===== src/rtl/skid_buffer_pkg.sv =====
// Shared types for the skid buffer: FSM state encoding.
package skid_buffer_pkg;

  localparam int unsigned state_width_lp = 2;

  typedef enum logic [state_width_lp-1:0] {
    EMPTY = 2'd0,
    ONE   = 2'd1,
    TWO   = 2'd2
  } skid_state_e;

endpackage


===== src/rtl/dff.sv =====
// Enabled register with synchronous active-high reset to a parameterised value.
module dff #(
  parameter int unsigned             width_p     = 1,
  parameter logic [width_p-1:0]      reset_val_p = '0
) (
  input  logic               clk_i,
  input  logic               rst_i,
  input  logic               en_i,
  input  logic [width_p-1:0] data_i,
  output logic [width_p-1:0] data_o
);

  always_ff @(posedge clk_i) begin
    if (rst_i)
      data_o <= reset_val_p;
    else if (en_i)
      data_o <= data_i;
  end

endmodule


===== src/rtl/skid_buffer.sv =====
// Two-entry valid/ready skid buffer: full throughput with registered ready_o, v_o and o.
module skid_buffer
  import skid_buffer_pkg::*;
#(
  parameter int unsigned        width_p     = 1,
  parameter logic [width_p-1:0] reset_val_p = '0
) (
  input  logic               clk_i,
  input  logic               rst_i,
  input  logic [width_p-1:0] i,
  input  logic               v_i,
  output logic               ready_o,
  output logic [width_p-1:0] o,
  output logic               v_o,
  input  logic               ready_i
);

  skid_state_e        state_r, state_n;
  logic               in_xfer, out_xfer;
  logic               main_en, skid_en;
  logic [width_p-1:0] main_d, skid_q;

  assign in_xfer  = v_i & ready_o;
  assign out_xfer = v_o & ready_i;

  always_comb begin
    state_n = state_r;
    main_en = 1'b0;
    skid_en = 1'b0;
    main_d  = i;
    unique case (state_r)
      EMPTY: begin
        if (in_xfer) begin
          main_en = 1'b1;
          state_n = ONE;
        end
      end
      ONE: begin
        if (in_xfer && out_xfer) begin
          main_en = 1'b1;
        end else if (in_xfer) begin
          skid_en = 1'b1;
          state_n = TWO;
        end else if (out_xfer) begin
          state_n = EMPTY;
        end
      end
      TWO: begin
        // Upstream is stalled here, so the skid entry is the only source for main.
        if (out_xfer) begin
          main_d  = skid_q;
          main_en = 1'b1;
          state_n = ONE;
        end
      end
      default: state_n = EMPTY;
    endcase
  end

  always_ff @(posedge clk_i) begin
    if (rst_i) begin
      state_r <= EMPTY;
      v_o     <= 1'b0;
      ready_o <= 1'b1;
    end else begin
      state_r <= state_n;
      v_o     <= (state_n != EMPTY);
      ready_o <= (state_n != TWO);
    end
  end

  dff #(
    .width_p     (width_p),
    .reset_val_p (reset_val_p)
  ) main_reg (
    .clk_i  (clk_i),
    .rst_i  (rst_i),
    .en_i   (main_en),
    .data_i (main_d),
    .data_o (o)
  );

  dff #(
    .width_p     (width_p),
    .reset_val_p (reset_val_p)
  ) skid_reg (
    .clk_i  (clk_i),
    .rst_i  (rst_i),
    .en_i   (skid_en),
    .data_i (i),
    .data_o (skid_q)
  );

endmodule


===== config.mk =====
export PLATFORM = sky130hd
export DESIGN_NAME = skid_buffer
export DESIGN_NICKNAME = d
export VERILOG_FILES = /design/src/rtl/skid_buffer_pkg.sv /design/src/rtl/dff.sv /design/src/rtl/skid_buffer.sv
export SDC_FILE = /design/constraint.sdc
export NUM_CORES = 1
export LEC_CHECK = 0
export CAP_MARGIN = 30
export CORE_AREA = 3 3 40 42
export CTS_BUF_LIST = sky130_fd_sc_hd__clkbuf_4
export DETAILED_ROUTE_END_ITERATION = 10
export DIE_AREA = 0 0 43 45
export GPL_ROUTABILITY_DRIVEN = 0
export PLACE_DENSITY = 0.46
export SLEW_MARGIN = 20
export SYNTH_ARGS = -nofsm -noshare
export SYNTH_HDL_FRONTEND = slang
export SYNTH_SLANG_ARGS = --single-unit

===== constraint.sdc =====
create_clock -name clk_i -period 1.04 [get_ports clk_i]
set_input_delay 0.208 -clock clk_i [delete_from_list [all_inputs] [get_ports clk_i]]
set_output_delay 0.208 -clock clk_i [all_outputs]
set_load 0.01 [all_outputs]

==> impl_metrics.toml, run 1 <==
[timing]
holdWs_ps = 521
fin_crit_sh_pct = 102
relSlewSlack_pct = 84.3
setup_viol = 5
finalHoldViolCount = 0
post-route-min-period_ps = 1070
max_clock_freq_mhz = 938
skew_ps = 4.01
setup_slack_ps = -26.0
maxSlewViolCount = 0
worst_slew_pin_slew_ps = 236
rsz0062_at_grt = "yes"

[clocking]
clkSlewWorstSetupHoldPaths_ps = 50
cts_tree = "built"
cts.sinks = 6
insertion_delay_ps = 250
cts_hold_buffers = 0
cts_made_buffers = 3
clockRootBuffer = "clkbuf_4"
cts_max_path_buffers = 2
h-tree-depth = 1

[drt]
dr.pass1.iters = 4
drc = 0
wl_microns = 804
avgRoutedWirePerCell_microns = 12.8
drtIter0Drc = 3
viasPerCell = 4.94
vias = 311
ant_nets = 0

[job]
maxCapViolCount = 0

[pwr]
power.density_nw_per_um2 = 1500
p_leak_nw = 0.204
vdd_drop_max_v = 0.000506

[placed_design]
port_buffers = 7
hpwl_microns = 544
place_inst = 58
placed_cell_area_sq_um = 430

[setup_path]
crit_slowest_cell = "dfxtp_2"
crit_path_cell_trace = "buf_4 > nand3b_1 > o21ai_2 > a311oi_2"
reg2reg_to = "main_reg.data_o"
critPathArrivalTime_ps = 1190
r2r_cells = 4
cp-end-kind = "register"
cp_slowest_stage_delay_ps = 320
r2r_slack_ps = -30
start_kind = "register"
crit_fanout = 5
worstSetupPathType = "register to register"
worstReg2RegStart = "state_r[1]"
worstPathRequired_ps = 1160

[global_routing]
gr-total-overflow = 0
track_usage_pct = 9.68
grt_max_degree = 7
grt_pass1_vias = 322
grt_pass1_wl_mm = 1.26
antenna_found_initial = 0

[hold_path]
worstHoldPathType = "register to register"
min_path_cells = 1
worstHoldStart = "state_r[0]"
holdPathEnd = "v_o"

[cells_and_area]
antenna_cells = 0
fin_cells = 63
drive_gt1_share_pct = 52.1
nNetsFinal = 55
syn_to_final_growth_pct = 74.4
post-route-util_pct = 37.9
stdcell_area_sq_um = 487

[synthesis]
yosys.cell_types.count = 18
synth_edf_count = 0
synth_area_sq_um = 279
synth_most_common_cell = "dfxtp_1"
avgSynthCellArea_sq_um = 9.96
ys_warn_count = 0
yosys.area.top_type = "dfxtp_1"
synth_top_area_share_pct = 43.0
synth_flop_cell = "dfxtp_1"
syn_nets = 33
ys_seq_elements = 6
netlist_instances = 28
netlist_top_cells_area = "dfxtp_1 (43%), a221oi_1 (6.3%), a311oi_2 (5.4%)"
synth-async-reset-ratio_pct = 0
seq_area_frac_synth_pct = 43.0

[floorplanning]
dieWidth_microns = 43
die_h_microns = 45
io_pins = 8
num_rows = 13
dieArea_sq_um = 1940
start_util_pct = 21.7
fp.coreArea_sq_um = 1280

[outcome]
run_status = "finished, violations left"
violations = "negative setup slack"
-- per-layer routing --
layer	track usage (%)	routed length (microns)
met1	8.50	302
met2	16.2	412
met3	2.39	49
met4	12.7	40
met5	0	0
-- what timing repair did --
| item | in CTS | in global routing |
|---|---|---|
| pin swaps | 4 | 5 |
| setup endpoints to repair | 7 | 8 |
| resized for setup | 11 | 8 |
| endpoints found under the hold margin | 0 | 0 |
| setup buffers | 1 | 1 |
-- logic make-up after synthesis --
group            count (synthesis)  share of synthesized area [%]
flip-flops                       6                           43.1
AND/OR/NAND/NOR                 10                           20.6
XOR/XNOR                         1                           3.14
AO/OA/AOI/OAI                   11                           33.2
-- report_power, final --
part	switching [W]	internal [W]	total (W)	leakage, nW
logic	0.0000912	0.000129	0.000220	0.140
clock network	0.0000994	0.000132	0.000231	0.0138
registers	0.0000196	0.000258	0.000277	0.0498
-- how the worst max path moves through the flow --
stage / slack, ps / end / depth (start not counted) / startpoint
after global placement: -370 / ready_o / 4 / v_i
after detailed placement: -390 / ready_o / 4 / v_i
after global routing: -100 / main_reg.data_o / 4 / state_r[1]
final: -30 / main_reg.data_o / 4 / state_r[1]
after floorplan: 0.6 / ready_o / 3 / state_r[1]
after CTS: -20 / main_reg.data_o / 4 / v_o
-- registers in the layout, indices dropped and copies added (netlist names) --
signal / flops
skid_reg.data_o: 1
ready_o: 1
v_o: 1
main_reg.data_o: 1
state_r: 2
-- per-stage QoR --
step                      TNS, ps  worst slack (ps)  total power (W)
final                       -80.8             -26.0         0.000728
after CTS                   -46.2             -20.0         0.000703
after detailed placement    -1820              -392         0.000460
after global placement      -1650              -366         0.000456
after global routing         -379              -104         0.000773
after floorplan                 0             0.600         0.000358
-- cells in the final DEF, fill, tap and decap left out, types with 3 or more instances in the layout --
cell type and n:
dlygate4sd2_1 3, dfxtp_2 4, clkbuf_4 3, buf_4 8
-- final cells by class --
cell class	count	area [sq um]
Timing Repair Buffer	17	139
Tap cell	15	18.8
Fill cell	142	798
Clock buffer	3	22.5
Multi-Input combinational cell	22	181
Sequential cell	6	125
-- critical path: cells and delay by family (launching register included) --
| family | cells | cell delay [ps] |
|---|---|---|
| compound gates | 2 | 270 |
| buf+inv | 1 | 140 |
| flops | 1 | 320 |
| simple gates | 1 | 200 |
Note: power is estimated with default switching activity, not from simulation.
==> inputs of run 2 (changes only) <==
ABC_AREA = 1   (was default)
==> impl_metrics.toml, run 2 <==
[setup_path]
start_kind = "register"
path_depth = 1
critPathTopFamily = "flip-flops"
crit_slowest_cell = "dfxtp_1"
setup.worst_path.end = "o"
worstPathRequired_ps = 830
r2r_slack_ps = 50
worstSetupPathType = "register to output port"
crit_path_cell_trace = "clkdlybuf4s15_1"
path_buf_inv = 1
crit_fanout = 2
cp_slowest_stage_delay_ps = 320
r2r_cells = 7
reg2reg_to = "v_o"
worstReg2RegStart = "state_r[1]"
critPathArrivalTime_ps = 790
crit_path_start = "main_reg.data_o"
cp-end-kind = "output port"

[synthesis]
synth-async-reset-ratio_pct = 0
seq_area_frac_synth_pct = 43.0
synth_flop_cell = "dfxtp_1"
yosys.area.top_type = "dfxtp_1"
ys_warn_count = 0
yosys.cell_types.count = 12
synthTopCellsByCount = "nand2_1 (11), dfxtp_1 (6), nor2_1 (6), inv_1 (5), nand3_1 (4)"
synth_top_family_by_area = "simple AND/OR/NAND/NOR gates"
syn_nets = 47
synth_edf_count = 0
yosys.area_share.xor_xnor_pct = 0
synth_area_sq_um = 279
synthMuxAreaShare_pct = 0
synth_compound_area_share_pct = 5.83
netlist_instances = 42
yosys.area_share.simple_pct = 41.7
synth_top_area_share_pct = 43.0
ys_seq_elements = 6
synth_adder_area_share_pct = 0
avgSynthCellArea_sq_um = 6.64
netlist_top_cells_area = "dfxtp_1 (43%), nand2_1 (15%), nor2_1 (8.1%)"
synth_most_common_cell = "nand2_1"

[timing]
finalHoldViolCount = 0
worst_slew_pin_slew_ps = 146
setup_slack_ps = 39.0
max_clock_freq_mhz = 999
setup_total_negative_slack_ps = 0
fin_crit_sh_pct = 96.3
relSlewSlack_pct = 90.2
rsz0062_at_grt = "yes"
maxSlewViolCount = 0
post-route-min-period_ps = 1000
skew_ps = 6.82
setup_viol = 0

[drt]
drtIter0Drc = 0
ant_nets = 0
avgRoutedWirePerCell_microns = 8.56
dr.pass1.iters = 1
drc = 0
viasPerCell = 4.07
wl_microns = 599
vias = 285

[clocking]
cts_tree = "built"
cts_made_buffers = 3
cts_max_path_buffers = 2
clockRootBuffer = "clkbuf_4"
insertion_delay_ps = 240
h-tree-depth = 1
clkSlewWorstSetupHoldPaths_ps = 50
cts.sinks = 6

[floorplanning]
fp.coreArea_sq_um = 1280
num_rows = 13
start_util_pct = 21.7
dieArea_sq_um = 1940
dieWidth_microns = 43
io_pins = 8
die_h_microns = 45

[placed_design]
place_ws_ps = -265
hpwl_microns = 475
port_buffers = 7

[cells_and_area]
drive_gt1_share_pct = 41.8
largest_reg_flops = 2
nNetsFinal = 62
regMostFlops = "state_r"
final_cell_mix = "nand2_1 (9), nand2_2 (5), nor2_1 (5), inv_2 (4), nand3_1 (4)"
layout_commonest_cell = "nand2_1"
antenna_cells = 0
syn_to_final_growth_pct = 58.3

[global_routing]
antenna_found_initial = 0
grt_pass1_wl_mm = 1.01
grt_max_degree = 8
grt_pass1_vias = 278
track_usage_pct = 7.40
gr-total-overflow = 0

[hold_path]
worstHoldPathType = "input pin to register"

[pwr]
vdd_drop_max_v = 0.000535
power.density_nw_per_um2 = 1440
p_leak_nw = 0.228

[job]
maxCapViolCount = 0

[outcome]
run_status = "complete, no violations"
==> run 2: layer usage <==
layer  global-route usage, %  up-vias  routed length (microns)
met1                    7.43      124                      267
met4                    9.04        0                        9
met2                    12.0        3                      306
li1                        -      156                        -
met5                       0        -                        0
met3                    1.20        2                       17
==> run 2: worst min-delay path by stage <==
stage                       to  cells after the start            start
4_1_cts        skid_reg.data_o                      2  skid_reg.data_o
2_1_floorplan          ready_o                      2            rst_i
3_5_place_dp   skid_reg.data_o                      2  skid_reg.data_o
5_1_grt                ready_o                      5          ready_i
6_report               ready_o                      5          ready_i
3_3_place_gp   skid_reg.data_o                      2  skid_reg.data_o
==> run 2: through the flow <==
step                      area [sq um]  hold WS, ps  instances  total power (W)  utilization (%)
after global placement             375          515         65         0.000416             29.2
after floorplan                    279          333         42         0.000351                -
after CTS                          402          509         68         0.000635             31.3
after detailed placement           375          498         65         0.000414             29.2
after global routing               442          496         70         0.000686             34.4
final                              442          420         70         0.000638             34.4
==> run 2: where the power goes <==
| part | internal, W | switching (W) |
|---|---|---|
| registers | 0.000257 | 0.0000211 |
| logic | 0.0000734 | 0.0000767 |
| clock network | 0.000130 | 0.0000800 |
| total | 0.000460 | 0.000178 |
==> run 2: logic make-up after synthesis <==
group	count (synthesis)
and+or+nand+nor	26
buffers and inverters	7
DFF	6
AOI/OAI and AO/OA	3
==> run 2: repair_timing <==
action	in CTS	in global routing
buffers inserted	0	2
cloned	0	0
resized for setup	8	14
endpoints found under the setup margin	5	8
pin swaps	0	8
hold buffers	0	0
==> run 2: area by class of cell <==
class / count / area (sq um)
fill: 149 / 843
multi-input combinational: 29 / 154
sequential: 6 / 126
timing repair buffer: 10 / 93.8
inverter: 7 / 26.3
clock buffer: 3 / 22.5
tap: 15 / 18.8
==> run 2: worst min-delay path: stages <==
cell            delay (ps)
dlymetal6s2s_1          90
nand2_2                100
nand2_1                 80
nand2_1                 60
nand2_2                 70
